`config.mk`:
```
export PLATFORM = sky130hd
export DESIGN_NAME = cov_seq_gen_flat
export DESIGN_NICKNAME = d
export VERILOG_FILES = /design/src/rtl/cov_pkg.sv /design/src/rtl/cov_seq_gen_if.sv /design/src/rtl/cov_sequencer.sv /design/src/rtl/cov_seq_gen.sv /design/src/flat_wrapper.sv
export SDC_FILE = /design/constraint.sdc
export NUM_CORES = 1
export LEC_CHECK = 0
export ABC_AREA = 0
export CORE_AREA = 2 2 39 41
export CTS_CLUSTER_DIAMETER = 100
export DETAILED_ROUTE_END_ITERATION = 10
export DIE_AREA = 0 0 41 43
export PLACE_DENSITY = 0.72
export SYNTH_ARGS = -nofsm -noshare
export SYNTH_HDL_FRONTEND = slang
export SYNTH_SLANG_ARGS = --single-unit
```
`constraint.sdc`:
```
create_clock -name CLK -period 1.6 [get_ports CLK]
set_input_delay 0.32 -clock CLK [delete_from_list [all_inputs] [get_ports CLK]]
set_output_delay 0.32 -clock CLK [all_outputs]
set_load 0.01 [all_outputs]
```
`src/rtl/cov_pkg.sv`:
```
// Shared constants, the sequencer action type and skip-mask helper functions
// for the cov_seq_gen coverage-stimulus target.
package cov_pkg;

    localparam int          DEF_IN_W      = 3;
    localparam logic [2:0]  DEF_PATTERN   = 3'b011;
    localparam logic [2:0]  DEF_MASK      = 3'b111;
    localparam int          DEF_SEQ_W     = 2;
    localparam logic [3:0]  DEF_SKIP_MASK = 4'b0100;
    localparam int          DEF_CNT_W     = 4;

    // One decision per clock edge, listed in priority order.
    typedef enum logic [1:0] {
        SEQ_RESTART = 2'd0,
        SEQ_HOLD    = 2'd1,
        SEQ_STEP    = 2'd2,
        SEQ_WRAP    = 2'd3
    } seq_act_t;

    // Lowest non-skipped index above s, or 0 when none exists.
    // A skipped (unreachable) s also recovers to 0.
    function automatic logic [3:0] next_state(input logic [3:0]  s,
                                              input logic [15:0] skip_mask,
                                              input logic [4:0]  nstates);
        logic [3:0] r;
        logic       found;
        r     = 4'd0;
        found = 1'b0;
        if (!skip_mask[s]) begin
            for (int k = 0; k < 16; k++) begin
                if (!found && (k > int'(s)) && (k < int'(nstates)) && !skip_mask[k]) begin
                    r     = 4'(k);
                    found = 1'b1;
                end
            end
        end
        return r;
    endfunction

    // Highest non-skipped index below nstates.
    function automatic logic [3:0] last_state(input logic [15:0] skip_mask,
                                              input logic [4:0]  nstates);
        logic [3:0] r;
        r = 4'd0;
        for (int k = 0; k < 16; k++) begin
            if ((k < int'(nstates)) && !skip_mask[k]) begin
                r = 4'(k);
            end
        end
        return r;
    endfunction

    // State 0 and the top state must both be reachable.
    function automatic logic skip_mask_ok(input logic [15:0] skip_mask,
                                          input logic [4:0]  nstates);
        return !skip_mask[0] && !skip_mask[4'(nstates - 5'd1)];
    endfunction

endpackage

```
`src/rtl/cov_seq_gen_if.sv`:
```
// Bus bundle for cov_seq_gen: stimulus inputs and detector/sequencer outputs.
interface cov_seq_gen_if #(
    parameter int IN_W  = 3,
    parameter int SEQ_W = 2,
    parameter int CNT_W = 4
);
    logic [IN_W-1:0]  in_vec;
    logic             en;
    logic             one_shot;
    logic             start;
    logic             match_all;
    logic             match_pat;
    logic [CNT_W-1:0] hit_cnt;
    logic [SEQ_W-1:0] seq_state;
    logic             seq_pulse;
    logic             seq_done;

    modport master (
        output in_vec, en, one_shot, start,
        input  match_all, match_pat, hit_cnt, seq_state, seq_pulse, seq_done
    );

    modport slave (
        input  in_vec, en, one_shot, start,
        output match_all, match_pat, hit_cnt, seq_state, seq_pulse, seq_done
    );
endinterface

```
`src/rtl/cov_sequencer.sv`:
```
// Programmable-skip state sequencer with free-run and one-shot modes.
// Emits a one-cycle wrap pulse when leaving the last reachable state.
module cov_sequencer
    import cov_pkg::*;
#(
    parameter int                       SEQ_W     = DEF_SEQ_W,
    parameter logic [(2**SEQ_W)-1:0]    SKIP_MASK = (2**SEQ_W)'(DEF_SKIP_MASK)
) (
    input  logic             CLK,
    input  logic             RST,
    input  logic             en,
    input  logic             one_shot,
    input  logic             start,
    output logic [SEQ_W-1:0] seq_state,
    output logic             seq_pulse,
    output logic             seq_done
);

    localparam int               NSTATES = 2**SEQ_W;
    localparam logic [4:0]       NST5    = 5'(NSTATES);
    localparam logic [15:0]      SKIP16  = 16'(SKIP_MASK);
    localparam logic [SEQ_W-1:0] LAST    = SEQ_W'(last_state(SKIP16, NST5));

    if (SEQ_W < 2 || SEQ_W > 4) begin : g_bad_width
        $fatal(1, "cov_sequencer: SEQ_W must be in 2..4");
    end
    if (!skip_mask_ok(SKIP16, NST5)) begin : g_bad_skip
        $fatal(1, "cov_sequencer: SKIP_MASK bit 0 and top bit must be 0");
    end

    logic [SEQ_W-1:0] state_q, state_d;
    logic             pulse_q, pulse_d;
    logic             done_q,  done_d;
    seq_act_t         act;

    // State register: synchronous reset clears state, pulse and done.
    always_ff @(posedge CLK) begin
        if (RST) begin
            state_q <= '0;
            pulse_q <= 1'b0;
            done_q  <= 1'b0;
        end else begin
            state_q <= state_d;
            pulse_q <= pulse_d;
            done_q  <= done_d;
        end
    end

    // Next-state: pick the highest-priority action, then derive the next values.
    always_comb begin
        act = SEQ_STEP;
        if (start) begin
            act = SEQ_RESTART;
        end else if (!en || done_q) begin
            act = SEQ_HOLD;
        end else if (state_q == LAST) begin
            act = SEQ_WRAP;
        end

        state_d = state_q;
        pulse_d = 1'b0;
        done_d  = done_q;
        case (act)
            SEQ_RESTART: begin
                state_d = '0;
                done_d  = 1'b0;
            end
            SEQ_HOLD: begin
                state_d = state_q;
            end
            SEQ_STEP: begin
                state_d = SEQ_W'(next_state(4'(state_q), SKIP16, NST5));
            end
            SEQ_WRAP: begin
                state_d = '0;
                pulse_d = 1'b1;
                done_d  = one_shot;
            end
            default: begin
                state_d = '0;
            end
        endcase
    end

    // Outputs: straight from the registers, no combinational path from inputs.
    always_comb begin
        seq_state = state_q;
        seq_pulse = pulse_q;
        seq_done  = done_q;
    end

endmodule

```
`src/rtl/cov_seq_gen.sv`:
```
// Coverage-stimulus target: registered all-ones / masked-pattern detector with
// a saturating hit counter, plus a programmable-skip state sequencer.
module cov_seq_gen
    import cov_pkg::*;
#(
    parameter int                       IN_W      = DEF_IN_W,
    parameter logic [IN_W-1:0]          PATTERN   = IN_W'(DEF_PATTERN),
    parameter logic [IN_W-1:0]          MASK      = IN_W'(DEF_MASK),
    parameter int                       SEQ_W     = DEF_SEQ_W,
    parameter logic [(2**SEQ_W)-1:0]    SKIP_MASK = (2**SEQ_W)'(DEF_SKIP_MASK),
    parameter int                       CNT_W     = DEF_CNT_W
) (
    input  logic          CLK,
    input  logic          RST,
    cov_seq_gen_if.slave  bus
);

    if (IN_W < 2 || IN_W > 8) begin : g_bad_in_w
        $fatal(1, "cov_seq_gen: IN_W must be in 2..8");
    end
    if (CNT_W < 2 || CNT_W > 16) begin : g_bad_cnt_w
        $fatal(1, "cov_seq_gen: CNT_W must be in 2..16");
    end

    // Increment that sticks at all-ones instead of wrapping.
    function automatic logic [CNT_W-1:0] sat_inc(input logic [CNT_W-1:0] v);
        return (&v) ? v : v + CNT_W'(1);
    endfunction

    logic             match_all_p1;
    logic             match_pat_p1;
    logic [CNT_W-1:0] hit_cnt_p2;

    // Stage 1: detector flags registered from the sampled input vector.
    always_ff @(posedge CLK) begin
        if (RST) begin
            match_all_p1 <= 1'b0;
            match_pat_p1 <= 1'b0;
        end else begin
            match_all_p1 <= &bus.in_vec;
            match_pat_p1 <= (((bus.in_vec ^ PATTERN) & MASK) == '0);
        end
    end

    // Stage 2: count cycles the registered pattern flag is high, saturating.
    always_ff @(posedge CLK) begin
        if (RST) begin
            hit_cnt_p2 <= '0;
        end else if (match_pat_p1) begin
            hit_cnt_p2 <= sat_inc(hit_cnt_p2);
        end
    end

    assign bus.match_all = match_all_p1;
    assign bus.match_pat = match_pat_p1;
    assign bus.hit_cnt   = hit_cnt_p2;

    cov_sequencer #(
        .SEQ_W     (SEQ_W),
        .SKIP_MASK (SKIP_MASK)
    ) u_seq (
        .CLK       (CLK),
        .RST       (RST),
        .en        (bus.en),
        .one_shot  (bus.one_shot),
        .start     (bus.start),
        .seq_state (bus.seq_state),
        .seq_pulse (bus.seq_pulse),
        .seq_done  (bus.seq_done)
    );

endmodule
```
`src/flat_wrapper.sv`:
```
// flat-port wrapper written by rule: the top's interface ports become plain ports
module cov_seq_gen_flat import cov_pkg::*;
#(
    parameter int                       IN_W      = DEF_IN_W,
    parameter logic [IN_W-1:0]          PATTERN   = IN_W'(DEF_PATTERN),
    parameter logic [IN_W-1:0]          MASK      = IN_W'(DEF_MASK),
    parameter int                       SEQ_W     = DEF_SEQ_W,
    parameter logic [(2**SEQ_W)-1:0]    SKIP_MASK = (2**SEQ_W)'(DEF_SKIP_MASK),
    parameter int                       CNT_W     = DEF_CNT_W
)
  (CLK, RST, bus_in_vec, bus_en, bus_one_shot, bus_start, bus_match_all, bus_match_pat, bus_hit_cnt, bus_seq_state, bus_seq_pulse, bus_seq_done);
  cov_seq_gen_if #(.IN_W(IN_W), .SEQ_W(SEQ_W), .CNT_W(CNT_W)) bus_i ();
  input  logic CLK;
  input  logic RST;
  input wire logic [$bits(bus_i.in_vec)-1:0] bus_in_vec;
  input wire logic [$bits(bus_i.en)-1:0] bus_en;
  input wire logic [$bits(bus_i.one_shot)-1:0] bus_one_shot;
  input wire logic [$bits(bus_i.start)-1:0] bus_start;
  output wire logic [$bits(bus_i.match_all)-1:0] bus_match_all;
  output wire logic [$bits(bus_i.match_pat)-1:0] bus_match_pat;
  output wire logic [$bits(bus_i.hit_cnt)-1:0] bus_hit_cnt;
  output wire logic [$bits(bus_i.seq_state)-1:0] bus_seq_state;
  output wire logic [$bits(bus_i.seq_pulse)-1:0] bus_seq_pulse;
  output wire logic [$bits(bus_i.seq_done)-1:0] bus_seq_done;
  assign bus_i.in_vec = bus_in_vec;
  assign bus_i.en = bus_en;
  assign bus_i.one_shot = bus_one_shot;
  assign bus_i.start = bus_start;
  assign bus_match_all = bus_i.match_all;
  assign bus_match_pat = bus_i.match_pat;
  assign bus_hit_cnt = bus_i.hit_cnt;
  assign bus_seq_state = bus_i.seq_state;
  assign bus_seq_pulse = bus_i.seq_pulse;
  assign bus_seq_done = bus_i.seq_done;
  cov_seq_gen #(.IN_W(IN_W), .PATTERN(PATTERN), .MASK(MASK), .SEQ_W(SEQ_W), .SKIP_MASK(SKIP_MASK), .CNT_W(CNT_W)) u_core (.CLK(CLK), .RST(RST), .bus(bus_i));
endmodule
```
# == Word level (Yosys, flattened, before mapping) ==
# Index checks and enable logic that the tools add are counted.
# W data, S select, Z words.
# totals
reg_bits,10
output_inout_bits,10
wordCells,41
# op_classes
addsub,1
magnitude_cmp,3
n_eq_ne,4
muxes,14
bitwise_logic,2
n_reduce_logical,11
# ops
op,n
$mux W2,4
$mux W1,7
$eq A2 B2 Y1 const B,3
$lt A2 B5 Y1 const B,1
$add A4 B1 Y4 const B,1
$pmux W2 S2,1
$reduce_and A4 Y1,1
$logic_not A3 Y1,1
$reduce_and A3 Y1,1
$bmux W1 S2,1
$eq A2 B1 Y1 const B,1
$gt A1 B2 Y1 const A,1
$gt A2 B2 Y1 const A,1
$logic_not A1 Y1,2
$logic_not A2 Y1,1
$not A2 Y2,1
$pmux W1 S2,1
$reduce_and A2 Y1,1
$reduce_bool A2 Y1,1
$reduce_or A2 Y1,1
$logic_and A1 B1 Y1,1
$logic_or A1 B1 Y1,1
$not A1 Y1,1

# == Depth between registers and ports, before layout ==
# logic_depth
depth_word,11
ltp_mapped,6

# == Hierarchy ==
# From an unflattened synthesis, not the netlist that was laid out.
# unflattened
cells_unflattened,48
hier_area_um2,465.4
# modules_own_cells
mod,instances,cells_per_inst,area_each_um2,seq_area_each_um2
cov_seq_gen,1,25,265.3,120.1
cov_sequencer,1,23,200.2,80.1

# == Least setup slack after synthesis ==
# OpenSTA, ideal clock, no wires.
# synth_timing
kind,register to register
start,register u_core.u_seq.done_q (netlist: u_core.u_seq.seq_done)
end,register u_core.u_seq.state_q[1] (netlist: u_core.u_seq.seq_state[1])
setup_time_ps,122
t_arrival_ps,1178
required_ps,1478
path_slack_ps,300
stages_incl_launch_ff,7
path_buffers,0
period_less_slack_ps,1300
cell_sequence,dfxtp_1 nor2b_1 a21oi_1 ha_1 nor2b_1 o211ai_1 a21oi_1
# synth_via
elab_chain_len,6
# synth_rtl
element,line_no,rtl
"start, declared",cov_sequencer.sv:33,"logic done_q, done_d;"
"start signal, assigned",cov_sequencer.sv:45,done_q <= done_d;
$logic_or A1 B1 Y1 (*),cov_sequencer.sv:54,end else if (!en || done_q) begin
$mux W2 (*),cov_sequencer.sv:54,
$mux W2 (*),cov_sequencer.sv:52,if (start) begin
$eq A2 B2 Y1 or $logic_not A2 Y1 (tied branches),cov_sequencer.sv:63,case (act)
$reduce_or A2 Y1 (no line),-,
$pmux W2 S2,cov_sequencer.sv:63,
"end signal, assigned",cov_sequencer.sv:43,state_q <= state_d;
"end, declared",cov_sequencer.sv:31,"logic [SEQ_W-1:0] state_q, state_d;"
# Every way passes the cells marked *; elsewhere a longest branch is shown, timed or not.
# A chain may end at the register's enable or synchronous reset.

# == Final worst setup path ==
# layout_timing
start,register u_core.match_pat_p1 (netlist: u_core.bus.match_pat)
end,output port bus_match_pat
# layout_rtl
element,line_no,rtl
"start, declared",cov_seq_gen.sv:31,logic match_pat_p1;
"start signal, assigned",cov_seq_gen.sv:41,match_pat_p1 <= (((bus.in_vec ^ PATTERN) & MASK) == '0);
"end, declared",flat_wrapper.sv:20,output wire logic [$bits(bus_i.match_pat)-1:0] bus_match_pat;
# No word-level cell between the ends.

==> results.sh <==
export IMPL_status="complete, no violations"
export IMPL_syn2layout_area_growth_pct=57.5
export IMPL_grt_use_total=0.141
export IMPL_crit_fanout=5
export IMPL_max_vdd_ir_drop_v=0.000467
export IMPL_dieArea_mm2=0.00176
export IMPL_cap_violations=0
export IMPL_die_h_um=43
export IMPL_synth_area_leader_cell="dfxtp_1"
export IMPL_drc=0
export IMPL_grt_pass1_wl_um=1610
export IMPL_rows=14
export IMPL_grt_setup_unrepaired="yes"
export IMPL_hpwl_um=709
export IMPL_tightest_slew_ns=0.204
export IMPL_power_leakage_nw=0.270
export IMPL_overflow=0
export IMPL_power_mw=0.495
export IMPL_netlist_area_um2=453
export IMPL_syn_inst=48
export IMPL_synth_nets=58
export IMPL_cts_root_buf="clkbuf_4"
export IMPL_critical_path_class="register to output pin"
export IMPL_firstDrtPassIters=2
export IMPL_endpoint_kind="output pin"
export IMPL_synth_top_area_share=0.442
export IMPL_viasPerCell=4.82
export IMPL_cp_slowest_stage_delay_ns=0.56
export IMPL_clk_latency_ns=0.26
export IMPL_path_cells="clkdlybuf4s50_1"
export IMPL_wl_per_cell_um=10.5
export IMPL_antenna_found_initial=0
export IMPL_cts_htree_levels=1
export IMPL_period_needed_ns=1.53
export IMPL_initial_core_util=0.327
export IMPL_worstSetupStartpointType="register"
export IMPL_grt_max_degree=11
export IMPL_crit_arrival_ns=1.21
export IMPL_path_buf_inv=1
export IMPL_vias=424
export IMPL_io_pins=18
export IMPL_synth_area_top_cells="dfxtp_1, a21oi_1, ha_1"
export IMPL_final_util=0.515
export IMPL_synth_edf_count=0
export IMPL_grt_pass1_vias=414
export IMPL_io_buffers=17
export IMPL_min_path_type="register to register"
export IMPL_place_ws_ns=-0.253
export IMPL_synth_distinct_cells=22
export IMPL_coreArea_mm2=0.00138
export IMPL_synth_async_sr_flop_share=0
export IMPL_finalSetupViolCount=0
export IMPL_seq_area_frac_synth=0.442
export IMPL_postRouteAntennaNets=0
export IMPL_fin_crit_sh=0.954
export IMPL_antenna_cells=0
export IMPL_fillers=133
export IMPL_cts_hold_buf=0
export IMPL_cellPowerDensity_mw_per_mm2=694
export IMPL_fin_hold_ws_ns=0.484
export IMPL_post_route_cell_area_um2=713
export IMPL_cts_buffer_depth=2
export IMPL_ys_flop_type="dfxtp_1"
export IMPL_nets=84
export IMPL_cts_buffers=3
export IMPL_max_slew_margin=0.864
export IMPL_clock_fmax_mhz=655
export IMPL_ys_top_cells_by_count="dfxtp_1, a21oi_1, nor2b_1"
export IMPL_clock_skew_ns=0.00520
export IMPL_die_w_um=41
export IMPL_final_cells=88
export IMPL_ys_warn_count=0
export IMPL_place_area_um2=668
export IMPL_setup_tns_ns=0
export IMPL_crit_required_ns=1.28
export IMPL_cts_tree="yes"
export IMPL_fin_ws_ns=0.0734
export IMPL_finalMaxSlewViolations=0
export IMPL_path_delay_family="buffers and inverters"
export IMPL_synth_most_common_cell="dfxtp_1"
export IMPL_dp_cells=84
export IMPL_drtIter0Drc=3
export IMPL_finalHoldViolCount=0
export IMPL_clock_sinks=10
export IMPL_drive_above_1_share=0.250
export IMPL_ys_seq_elements=10
export IMPL_clkTransAtPathRegs_ns=0.05
export IMPL_syn_area_per_cell_um2=9.44
export IMPL_routed_wl_um=928
export IMPL_routabilityCongestion=0.744
export IMPL_crit_slowest_cell="clkdlybuf4s50_1"
final cells by class:
type	count	area (µm²)	share of cell area
flip-flops and latches	10	205	0.288
inverters	3	11.3	0.0158
well taps	16	20.0	0.0281
multi-input cells	34	246	0.346
repair buffers	22	208	0.291
clock buffers	3	22.5	0.0316
final timing paths:
| kind | cells past startpoint | start | slack [ns] | endpoint |
|---|---|---|---|---|
| setup / recovery | 1 | u_core.bus.match_pat | 0.07 | bus_match_pat |
| hold / removal | 2 | u_core.u_seq.seq_done | 0.48 | u_core.u_seq.seq_done |
| setup reg to reg | 6 | u_core.u_seq.seq_done | 0.28 | u_core.u_seq.seq_state[0] |
| hold reg to reg | 2 | u_core.u_seq.seq_done | 0.48 | u_core.u_seq.seq_done |
routing by layer:
metal | up-vias | track usage | share of wire
met5 | - | 0 | 0
met4 | 0 | 0.107 | 0.015
met3 | 2 | 0.0890 | 0.073
met2 | 13 | 0.191 | 0.53
met1 | 192 | 0.150 | 0.38
li1 | 217 | - | -
report_power, final:
| group | leakage [nW] | internal [mW] | switching (mW) |
|---|---|---|---|
| combinational | 0.174 | 0.0488 | 0.0267 |
| sequential | 0.0831 | 0.255 | 0.00541 |
| clock | 0.0138 | 0.0861 | 0.0728 |
| total | 0.270 | 0.390 | 0.105 |
repair_timing:
item,in CTS,in global routing
endpoints found under the hold margin,0,0
setup endpoints to repair,0,5
setup buffers,0,1
resized for setup,0,7
cell usage in the layout (no fill, tap or decap), types with 2 or more instances in the layout:
| master | n |
|---|---|
| clkdlybuf4s50_1 | 17 |
| dfxtp_1 | 6 |
| a21oi_1 | 5 |
| buf_4 | 5 |
| dfxtp_2 | 4 |
| nand2b_1 | 3 |
| nor3_1 | 3 |
| nand2_1 | 3 |
| clkbuf_4 | 3 |
| nor2_1 | 2 |
| inv_1 | 2 |
| nand3_1 | 2 |
| nor2b_1 | 2 |
| ha_1 | 2 |
flip-flops by register name, indices dropped and copies added (netlist names):
name	count
u_core.u_seq.seq_state	2
u_core.bus.hit_cnt	4
u_core.bus.match_all	1
u_core.u_seq.seq_pulse	1
u_core.u_seq.seq_done	1
u_core.bus.match_pat	1
kinds of logic (layout without fill, tap and decap cells):
logic type	Yosys count	in the layout	synth area share
compound gates	9	9	0.146
simple gates	21	21	0.265
flops	10	10	0.442
fa+ha+maj	2	2	0.0552
mux	2	2	0.0552
buf+inv	4	28	0.0359
No activity file was read; power rests on OpenSTA's default activity.
